==> src/rtl/ll_pkg.sv <==
// Shared types and BCD helpers for the lunar-lander step engine.
package ll_pkg;

  typedef enum logic [2:0] {
    IDLE,
    CALC,
    CHECK,
    LANDED,
    CRASHED
  } ll_state_t;

  localparam logic [3:0] BCD_NINE = 4'h9;
  localparam logic [3:0] BCD_ZERO = 4'h0;

  function automatic logic [3:0] nines(input logic [3:0] d);
    return BCD_NINE - d;
  endfunction

endpackage

==> src/rtl/ll_bcd_digit.sv <==
// One BCD digit of a ten's-complement adder/subtractor.
module ll_bcd_digit
  import ll_pkg::*;
(
  input  logic [3:0] a,
  input  logic [3:0] b,
  input  logic       op,
  input  logic       ci,
  output logic [3:0] s,
  output logic       co
);

  logic [3:0] bb;
  logic [4:0] sum;

  always_comb begin
    bb  = op ? nines(b) : b;
    sum = {1'b0, a} + {1'b0, bb} + {4'b0, ci};
    s   = sum[3:0];
    co  = 1'b0;
    if (sum > 5'd9) begin
      s  = sum[3:0] + 4'h6;
      co = 1'b1;
    end
  end

endmodule

==> src/rtl/ll_step_engine.sv <==
// Lunar-lander state engine: registers, digit-serial BCD datapath, flight FSM.
module ll_step_engine
  import ll_pkg::*;
#(
  parameter int                  DIGITS     = 4,
  parameter logic [4*DIGITS-1:0] ALTITUDE   = 'h4500,
  parameter logic [4*DIGITS-1:0] VELOCITY   = 'h0,
  parameter logic [4*DIGITS-1:0] FUEL       = 'h800,
  parameter logic [3:0]          THRUST     = 'h5,
  parameter logic [3:0]          GRAVITY    = 'h5,
  parameter logic [4*DIGITS-1:0] CRASH_VEL  = 'h30,
  parameter logic [3:0]          MAX_THRUST = 'h5
) (
  input  logic                  clk,
  input  logic                  rst_n,
  input  logic                  tick,
  input  logic                  thrust_wr,
  input  logic [3:0]            thrust_in,
  output logic [4*DIGITS-1:0]   alt,
  output logic [4*DIGITS-1:0]   vel,
  output logic [4*DIGITS-1:0]   fuel,
  output logic [3:0]            thrust,
  output logic                  busy,
  output logic                  landed,
  output logic                  crashed,
  output logic                  tick_lost
);

  localparam int W  = 4 * DIGITS;
  localparam int CW = (DIGITS > 1) ? $clog2(DIGITS) : 1;

  function automatic logic [W-1:0] tens_comp(
    input logic [W-1:0] v
  );
    logic [W-1:0] r;
    logic [4:0]   t;
    logic         c;
    r = '0;
    c = 1'b1;
    for (int i = 0; i < DIGITS; i++) begin
      t = {1'b0, nines(v[4*i +: 4])} + {4'b0, c};
      c = (t > 5'd9);
      if (c) t = t - 5'd10;
      r[4*i +: 4] = t[3:0];
    end
    return r;
  endfunction

  // Negative velocities at or below this code have |v| >= CRASH_VEL.
  localparam logic [W-1:0] CRASH_LIM = tens_comp(CRASH_VEL);

  ll_state_t state, state_n;

  logic [CW-1:0] cnt;
  logic [W-1:0]  alt_sh, vel_sh, fuel_sh;
  logic          alt_c, vel_c1, vel_c2, fuel_c;
  logic [3:0]    step_thr, thr_eff;
  logic [3:0]    pend_t;
  logic          pend_v;

  logic          wr_ok, last, first;
  logic [3:0]    step_sel;
  logic [3:0]    g_d, t_d;
  logic [3:0]    alt_s, vel_s1, vel_s2, fuel_s;
  logic          alt_co, vel_co1, vel_co2, fuel_co;
  logic [W-1:0]  fuel_n;
  logic          touch, crash, alt_neg, vel_neg;

  assign wr_ok    = thrust_wr && (thrust_in <= BCD_NINE);
  assign step_sel = wr_ok ? thrust_in : thrust;
  assign last     = (cnt == CW'(DIGITS - 1));
  assign first    = (cnt == '0);
  assign g_d      = first ? GRAVITY : BCD_ZERO;
  assign t_d      = first ? thr_eff : BCD_ZERO;

  ll_bcd_digit u_alt (
    .a  (alt_sh[3:0]),
    .b  (vel_sh[3:0]),
    .op (1'b0),
    .ci (alt_c),
    .s  (alt_s),
    .co (alt_co)
  );

  ll_bcd_digit u_vel_g (
    .a  (vel_sh[3:0]),
    .b  (g_d),
    .op (1'b1),
    .ci (vel_c1),
    .s  (vel_s1),
    .co (vel_co1)
  );

  ll_bcd_digit u_vel_t (
    .a  (vel_s1),
    .b  (t_d),
    .op (1'b0),
    .ci (vel_c2),
    .s  (vel_s2),
    .co (vel_co2)
  );

  ll_bcd_digit u_fuel (
    .a  (fuel_sh[3:0]),
    .b  (t_d),
    .op (1'b1),
    .ci (fuel_c),
    .s  (fuel_s),
    .co (fuel_co)
  );

  // A missing carry out of the fuel MSD means the subtraction borrowed.
  always_comb begin
    fuel_n  = fuel_c ? fuel_sh : '0;
    alt_neg = (alt_sh[W-1:W-4] >= 4'h5);
    vel_neg = (vel_sh[W-1:W-4] >= 4'h5);
    touch   = alt_neg || (alt_sh == '0);
    crash   = (vel_neg && (vel_sh <= CRASH_LIM))
           || (step_thr > MAX_THRUST);
  end

  always_comb begin
    state_n = state;
    unique case (state)
      IDLE:    if (tick) state_n = CALC;
      CALC:    if (last) state_n = CHECK;
      CHECK: begin
        unique case (1'b1)
          !touch:         state_n = IDLE;
          touch && crash: state_n = CRASHED;
          default:        state_n = LANDED;
        endcase
      end
      LANDED:  state_n = LANDED;
      CRASHED: state_n = CRASHED;
      default: state_n = IDLE;
    endcase
  end

  always_ff @(posedge clk) begin
    if (!rst_n) state <= IDLE;
    else        state <= state_n;
  end

  always_ff @(posedge clk) begin
    if (!rst_n) begin
      alt       <= ALTITUDE;
      vel       <= VELOCITY;
      fuel      <= FUEL;
      thrust    <= THRUST;
      tick_lost <= 1'b0;
      cnt       <= '0;
      alt_sh    <= '0;
      vel_sh    <= '0;
      fuel_sh   <= '0;
      alt_c     <= 1'b0;
      vel_c1    <= 1'b0;
      vel_c2    <= 1'b0;
      fuel_c    <= 1'b0;
      step_thr  <= '0;
      thr_eff   <= '0;
      pend_t    <= '0;
      pend_v    <= 1'b0;
    end else begin
      unique case (state)
        IDLE: begin
          if (wr_ok) thrust <= thrust_in;
          if (tick) begin
            cnt      <= '0;
            alt_sh   <= alt;
            vel_sh   <= vel;
            fuel_sh  <= fuel;
            alt_c    <= 1'b0;
            vel_c1   <= 1'b1;
            vel_c2   <= 1'b0;
            fuel_c   <= 1'b1;
            step_thr <= step_sel;
            thr_eff  <= (fuel == '0) ? BCD_ZERO : step_sel;
          end
        end
        CALC: begin
          if (tick) tick_lost <= 1'b1;
          if (wr_ok) begin
            pend_t <= thrust_in;
            pend_v <= 1'b1;
          end
          // Result digits enter at the top as operand digits leave the bottom.
          cnt     <= cnt + 1'b1;
          alt_sh  <= {alt_s,  alt_sh[W-1:4]};
          vel_sh  <= {vel_s2, vel_sh[W-1:4]};
          fuel_sh <= {fuel_s, fuel_sh[W-1:4]};
          alt_c   <= alt_co;
          vel_c1  <= vel_co1;
          vel_c2  <= vel_co2;
          fuel_c  <= fuel_co;
        end
        CHECK: begin
          if (tick) tick_lost <= 1'b1;
          alt    <= touch ? '0 : alt_sh;
          vel    <= vel_sh;
          fuel   <= fuel_n;
          pend_v <= 1'b0;
          if (!touch) begin
            if (wr_ok)       thrust <= thrust_in;
            else if (pend_v) thrust <= pend_t;
          end
        end
        default: ;
      endcase
    end
  end

  assign busy    = (state == CALC) || (state == CHECK);
  assign landed  = (state == LANDED);
  assign crashed = (state == CRASHED);

endmodule

==> config.mk <==
export PLATFORM = sky130hd
export DESIGN_NAME = ll_step_engine
export DESIGN_NICKNAME = d
export VERILOG_FILES = /design/src/rtl/ll_pkg.sv /design/src/rtl/ll_bcd_digit.sv /design/src/rtl/ll_step_engine.sv
export SDC_FILE = /design/constraint.sdc
export NUM_CORES = 1
export LEC_CHECK = 0
export BUFFER_PORTS_ARGS = -buffer_cell sky130_fd_sc_hd__buf_2
export CORE_MARGIN = 2
export CORE_UTILIZATION = 60
export CTS_BUF_LIST = sky130_fd_sc_hd__clkbuf_4 sky130_fd_sc_hd__clkbuf_8
export DETAILED_ROUTE_END_ITERATION = 8
export PLACE_DENSITY = 0.83
export SLEW_MARGIN = 25
export SYNTH_ARGS = -nofsm -noshare
export SYNTH_HDL_FRONTEND = slang
export SYNTH_HIERARCHICAL = 1
export SYNTH_SLANG_ARGS = --single-unit
==> constraint.sdc <==
create_clock -name clk -period 4.8 [get_ports clk]
set_input_delay 0 -clock clk [delete_from_list [all_inputs] [get_ports clk]]
set_output_delay 0 -clock clk [all_outputs]
set_load 0.005 [all_outputs]
# == After elaboration in Yosys (flattened, before gate mapping) ==
# Cells that the tools add are included.
# classes
n_mux,38
magnitude_cmp,9
reduce_logical,22
n_addsub,15
n_eq_ne,10
# ops
operator,n
$pmux 16 s2,3
$mux 16,5
$mux 4,10
$logic_not 16->1,2
$add 4x4->5,4
$add 5x1->5,4
$gt 5x4->1 const B,4
$add 4x3->4 const B,4
$le 16x16->1 const B,1
$pmux 3 s5,1
$reduce_and 2->1,6
$pmux 1 s2,5
$mux 3,3
$ge 4x3->1 const B,2
$ne 2x2->1 const B,4
$pmux 4 s2,1
$mux 1,7
$eq 3x2->1 const B,2
$pmux 3 s2,1
$reduce_bool 2->1,3
$gt 4x3->1 const B,1
$le 4x4->1 const B,1
$pmux 2 s2,1
$sub 4x3->4 const A,1
14 further kinds,18
# totals
out_inout_bits,56
ff_bits,123

# == Longest topological paths before layout ==
# logic_depth
ltp_word,12
ltp_mapped,20
mapped_depth_nobuf,20

# == Modules after synthesis ==
# Netlist, hierarchy kept.
# modules_own_cells
module,cells_each,n_inst,area_per_inst_um2,seq_area_each_um2
ll_step_engine,651,1,5341.4,2442.3
ll_bcd_digit,35,4,277.8,0.0

# == Worst setup path after synthesis ==
# OpenSTA, ideal clock, no wires.
# synth_path
path_kind,register to register
startpoint,register cnt[0]
endpoint,register vel_sh[14]
required_ns,4.684
path_stages_with_launch,20
path_slack_ns,0.501
t_arrival_ns,4.183
setup_ns,0.116
path_buffers,0
path_cell_list,dfxtp_1 inv_1 ha_1 inv_1 ha_1 nand2_1 o21ai_0 ha_1 xnor2_1 ha_1 a31o_1 o31a_2 xnor2_1 fa_1 xnor2_1 ha_1 a31o_1 o31a_2 mux2i_1 o211a_1
# synth_between
elab_chain_cells,12
# synth_lines
item,line_no,rtl
"start, declared",ll_step_engine.sv:54,logic [CW-1:0] cnt;
"start signal, assigned",ll_step_engine.sv:188,cnt <= cnt + 1'b1;
$logic_not 2->1 *,ll_step_engine.sv:72,assign first = (cnt == '0);
via first,ll_step_engine.sv:61,"logic wr_ok, last, first;"
$mux 3 *,ll_step_engine.sv:73,assign g_d = first ? GRAVITY : BCD_ZERO;
$sub 4x3->4 *,ll_pkg.sv:16,return BCD_NINE - d;
$add 4x4->5 *,ll_bcd_digit.sv:18,"sum = {1'b0, a} + {1'b0, bb} + {4'b0, ci};"
$add 5x1->5 *,ll_bcd_digit.sv:18,
$add 4x3->4 / $gt 5x4->1 (equally long branches),"ll_bcd_digit.sv:22, ll_bcd_digit.sv:21",
$mux 4 *,ll_bcd_digit.sv:21,if (sum > 5'd9) begin
via vel_s1[1],ll_step_engine.sv:64,"logic [3:0] alt_s, vel_s1, vel_s2, fuel_s;"
$add 4x4->5 *,ll_bcd_digit.sv:18,
$add 5x1->5 *,ll_bcd_digit.sv:18,
$add 4x3->4 / $gt 5x4->1 (equally long branches),"ll_bcd_digit.sv:22, ll_bcd_digit.sv:21",
$mux 4 *,ll_bcd_digit.sv:21,
via vel_s2[2],ll_step_engine.sv:64,
$pmux 16 s2 *,ll_step_engine.sv:165,unique case (state)
"end signal, assigned",ll_step_engine.sv:171,vel_sh <= vel;
"end signal, assigned",ll_step_engine.sv:190,"vel_sh <= {vel_s2, vel_sh[W-1:4]};"
"end, declared",ll_step_engine.sv:55,"logic [W-1:0] alt_sh, vel_sh, fuel_sh;"
# The timed path passes the listed nets; every way through them passes the cells marked *.
# A chain may end at the register's enable or synchronous reset.

# == Worst setup path after layout ==
# Same ends and word-level chain as after synthesis.

==> impl_metrics.json <==
{
  "outcome": "finished clean",
  "port_buffers": 63,
  "dr.pass1.iters": 6,
  "core_um2": 10400,
  "gp_congestion": 0.891,
  "post_drt_wl_per_cell_um": 15.9,
  "clk_pin_slew_ns": 0.07,
  "ir_drop_mv": 0.244,
  "hold_depth": 2,
  "hold_class": "input port to flip-flop",
  "grt_start_max_net_pins": 72,
  "p_seq_frac": 0.393,
  "fin_nets": 891,
  "timing.fmax_mhz": 220,
  "synth_seq_cells": 122,
  "p_sw_mw": 0.887,
  "grt_overflow": 0,
  "hold_violations": 0,
  "drt-initial-drc-count": 380,
  "period_share": 0.949,
  "total_power_mw": 2.89,
  "max_stage_delay_ns": 0.60,
  "stdcell_area_um2": 7370,
  "cts_buffers": 17,
  "tightest_slew_ns": 0.946,
  "grt_first_pass_wirelength_um": 26700,
  "swShare": 0.307,
  "cts_max_path_buffers": 2,
  "rrSetupSlack_ns": 0.25,
  "r2r_start": "cnt[0]",
  "slew_headroom": 0.368,
  "crit_top_cell": "ha_1",
  "start_util": 0.622,
  "fin_worst_skew_ns": 0.00850,
  "hold_path_startpoint": "rst_n",
  "num_rows": 37,
  "yosys_warnings": 6,
  "routed_wirelength_um": 16000,
  "finalSetupViolations": 0,
  "worstPathRequired_ns": 5.14,
  "p_leak_nw": 3.56,
  "cp-start-kind": "flip-flop",
  "cts_tree": "yes",
  "synth-async-reset-ratio": 0,
  "final_antenna_net_count": 0,
  "cts_sinks": 122,
  "synth_edf_count": 0,
  "drive_gt1_frac": 0.149,
  "min_to": "thrust[2]",
  "arrival_ns": 4.90,
  "synth.avg_cell_area_um2": 8.16,
  "synth_cell_types": 44,
  "timing.critical_path.buf_inv": 3,
  "synth-main-ff-cell": "dfxtp_1",
  "path_max_fanout": 6,
  "die_area_um2": 11600,
  "antenna_found_initial": 0,
  "crit_family": "adder cells",
  "area_growth_syn_to_layout_pct": 14.2,
  "drc": 0,
  "fin_crit_ns": 4.55,
  "p_clk_frac": 0.359,
  "worstSetupPathType": "flip-flop to flip-flop",
  "die_w_um": 108,
  "placed_area_um2": 6820,
  "htree_levels": 4,
  "power.internal_mw": 2.00,
  "grt_usage": 0.288,
  "pin_count": 64,
  "netlist_area_um2": 6450,
  "combPwrFrac": 0.248,
  "n_antenna_cell": 0,
  "via_count": 5890,
  "drv_cap": 0,
  "cp-end-kind": "flip-flop",
  "ys_seq_area_frac": 0.379,
  "grt_pass1_vias": 5718,
  "power.density_nw_per_um2": 392,
  "clk_latency_ns": 0.45,
  "cpMaxStageDelayCell": "fa_2",
  "reg2reg_depth": 19,
  "maxSlewViolCount": 0,
  "crit_chain": "inv_1 -> ha_4 -> inv_1 -> ha_1 -> nand2_1 -> o21ai_0 -> ha_1 -> xnor2_2 -> ha_1 -> a31o_1 -> o31a_2 -> xnor2_1 -> fa_2 -> inv_1 -> ha_1 -> a31o_1 -> o31a_2 -> mux2i_1 -> o211a_1",
  "die_y_um": 108,
  "routed_via_density": 5.88,
  "root_buffer": "clkbuf_8",
  "dp_hpwl_um": 10200,
  "syn_inst": 791,
  "r2r-end": "vel_sh[14]"
}
==> what timing repair did <==
| action | in CTS | in global routing |
|---|---|---|
| resized for setup | 0 | 7 |
| endpoints found under the setup margin | 0 | 4 |
| buffers inserted | 0 | 1 |
| hold buffers | 6 | 0 |
| endpoints found under the hold margin | 10 | 0 |
==> cell families (layout without fill, tap and decap cells) <==
family / count (synthesis) / in the layout / share of synthesized area
simple gates: 353 / 353 / 0.249
compound gates: 167 / 167 / 0.204
flops: 122 / 122 / 0.379
buf+inv: 87 / 144 / 0.0564
fa+ha+maj: 30 / 30 / 0.0675
xor+xnor: 16 / 16 / 0.0217
mux: 14 / 14 / 0.0217
other cells: 2 / 20 / 0.00116
==> synth_stat cells, types with 5 or more instances <==
master	instances	area share
nand2_1	206	0.12
nor4_1	8	0.0078
nor2b_1	5	0.0048
o21ai_0	22	0.017
ha_1	22	0.043
a21boi_1	7	0.0081
and2_1	12	0.012
nor2_1	6	0.0035
buf_4	6	0.0070
a21boi_0	49	0.057
buf_2	6	0.0047
inv_1	37	0.022
and3_1	5	0.0048
o211a_1	50	0.078
a21oi_1	16	0.012
nor3_1	5	0.0039
mux2i_1	14	0.022
xnor2_1	16	0.022
nand3_1	79	0.061
clkbuf_1	36	0.021
or2_2	8	0.0078
fa_1	8	0.025
dfxtp_1	122	0.38
==> placed cells by master (no fill, tap or decap), drive strengths merged, types with 12 or more instances in the layout <==
cell type  instances
nand2            206
dfxtp            122
nand3             79
buf               69
a21boi            56
o211a             50
inv               37
o21ai             23
ha                22
clkbuf            21
conb              20
a21oi             16
xnor2             16
mux2i             14
and2              12
==> layout make-up <==
class / count / area [um2]
multi-input cells: 600 / 3740
fillers: 796 / 3000
flip-flops and latches: 122 / 2440
repair buffers: 75 / 420
clock buffers: 21 / 283
well taps: 136 / 170
clock inverters: 11 / 168
inverters: 37 / 139
==> routing by layer <==
layer	vias to the layer above	global-route usage	share of wire
met4	0	0.129	0.020
li1	2819	-	-
met2	212	0.472	0.49
met5	-	0	0
met3	37	0.0636	0.062
met1	2822	0.363	0.43
==> through the flow <==
stage | utilization | worst slack, ns | TNS [ns] | hold slack [ns] | instances
2_1_floorplan | - | 0.501 | 0 | 0.161 | 809
3_3_place_gp | 0.658 | 0.369 | 0 | 0.275 | 963
3_5_place_dp | 0.658 | 0.0909 | 0 | 0.285 | 963
4_1_cts | 0.707 | 0.0649 | 0 | 0.0963 | 1001
5_1_grt | 0.711 | -0.00712 | -0.0132 | 0.176 | 1002
6_report | 0.711 | 0.247 | 0 | 0.124 | 1002
==> flip-flops by register name (all words and copies together) (netlist names), 2 cells and up <==
name / flops
cnt: 2
alt_sh: 16
pend_t: 4
thrust: 4
step_thr: 3
alt: 16
vel_sh: 16
thr_eff: 4
fuel: 16
fuel_sh: 16
state: 3
vel: 16
==> how the worst max path moves through the flow <==
stage / from / depth (start not counted) / slack [ns] / endpoint
floorplan: cnt[0] / 19 / 0.50 / vel_sh[14]
global placement: cnt[0] / 19 / 0.37 / vel_sh[14]
detailed placement: cnt[0] / 19 / 0.09 / vel_sh[15]
CTS: cnt[0] / 19 / 0.06 / vel_sh[15]
global route: cnt[0] / 19 / -0.007 / vel_sh[14]
finish: cnt[0] / 19 / 0.25 / vel_sh[14]
==> power by group through the flow <==
stage	clock network (mW)	registers, mW	logic [mW]
floorplan	0	1.13	0.557
global placement	0	1.15	0.632
detailed placement	0	1.15	0.682
CTS	1.05	1.13	0.696
global route	1.09	1.14	0.804
finish	1.04	1.13	0.716
Note: power is estimated with default switching activity, not from simulation.
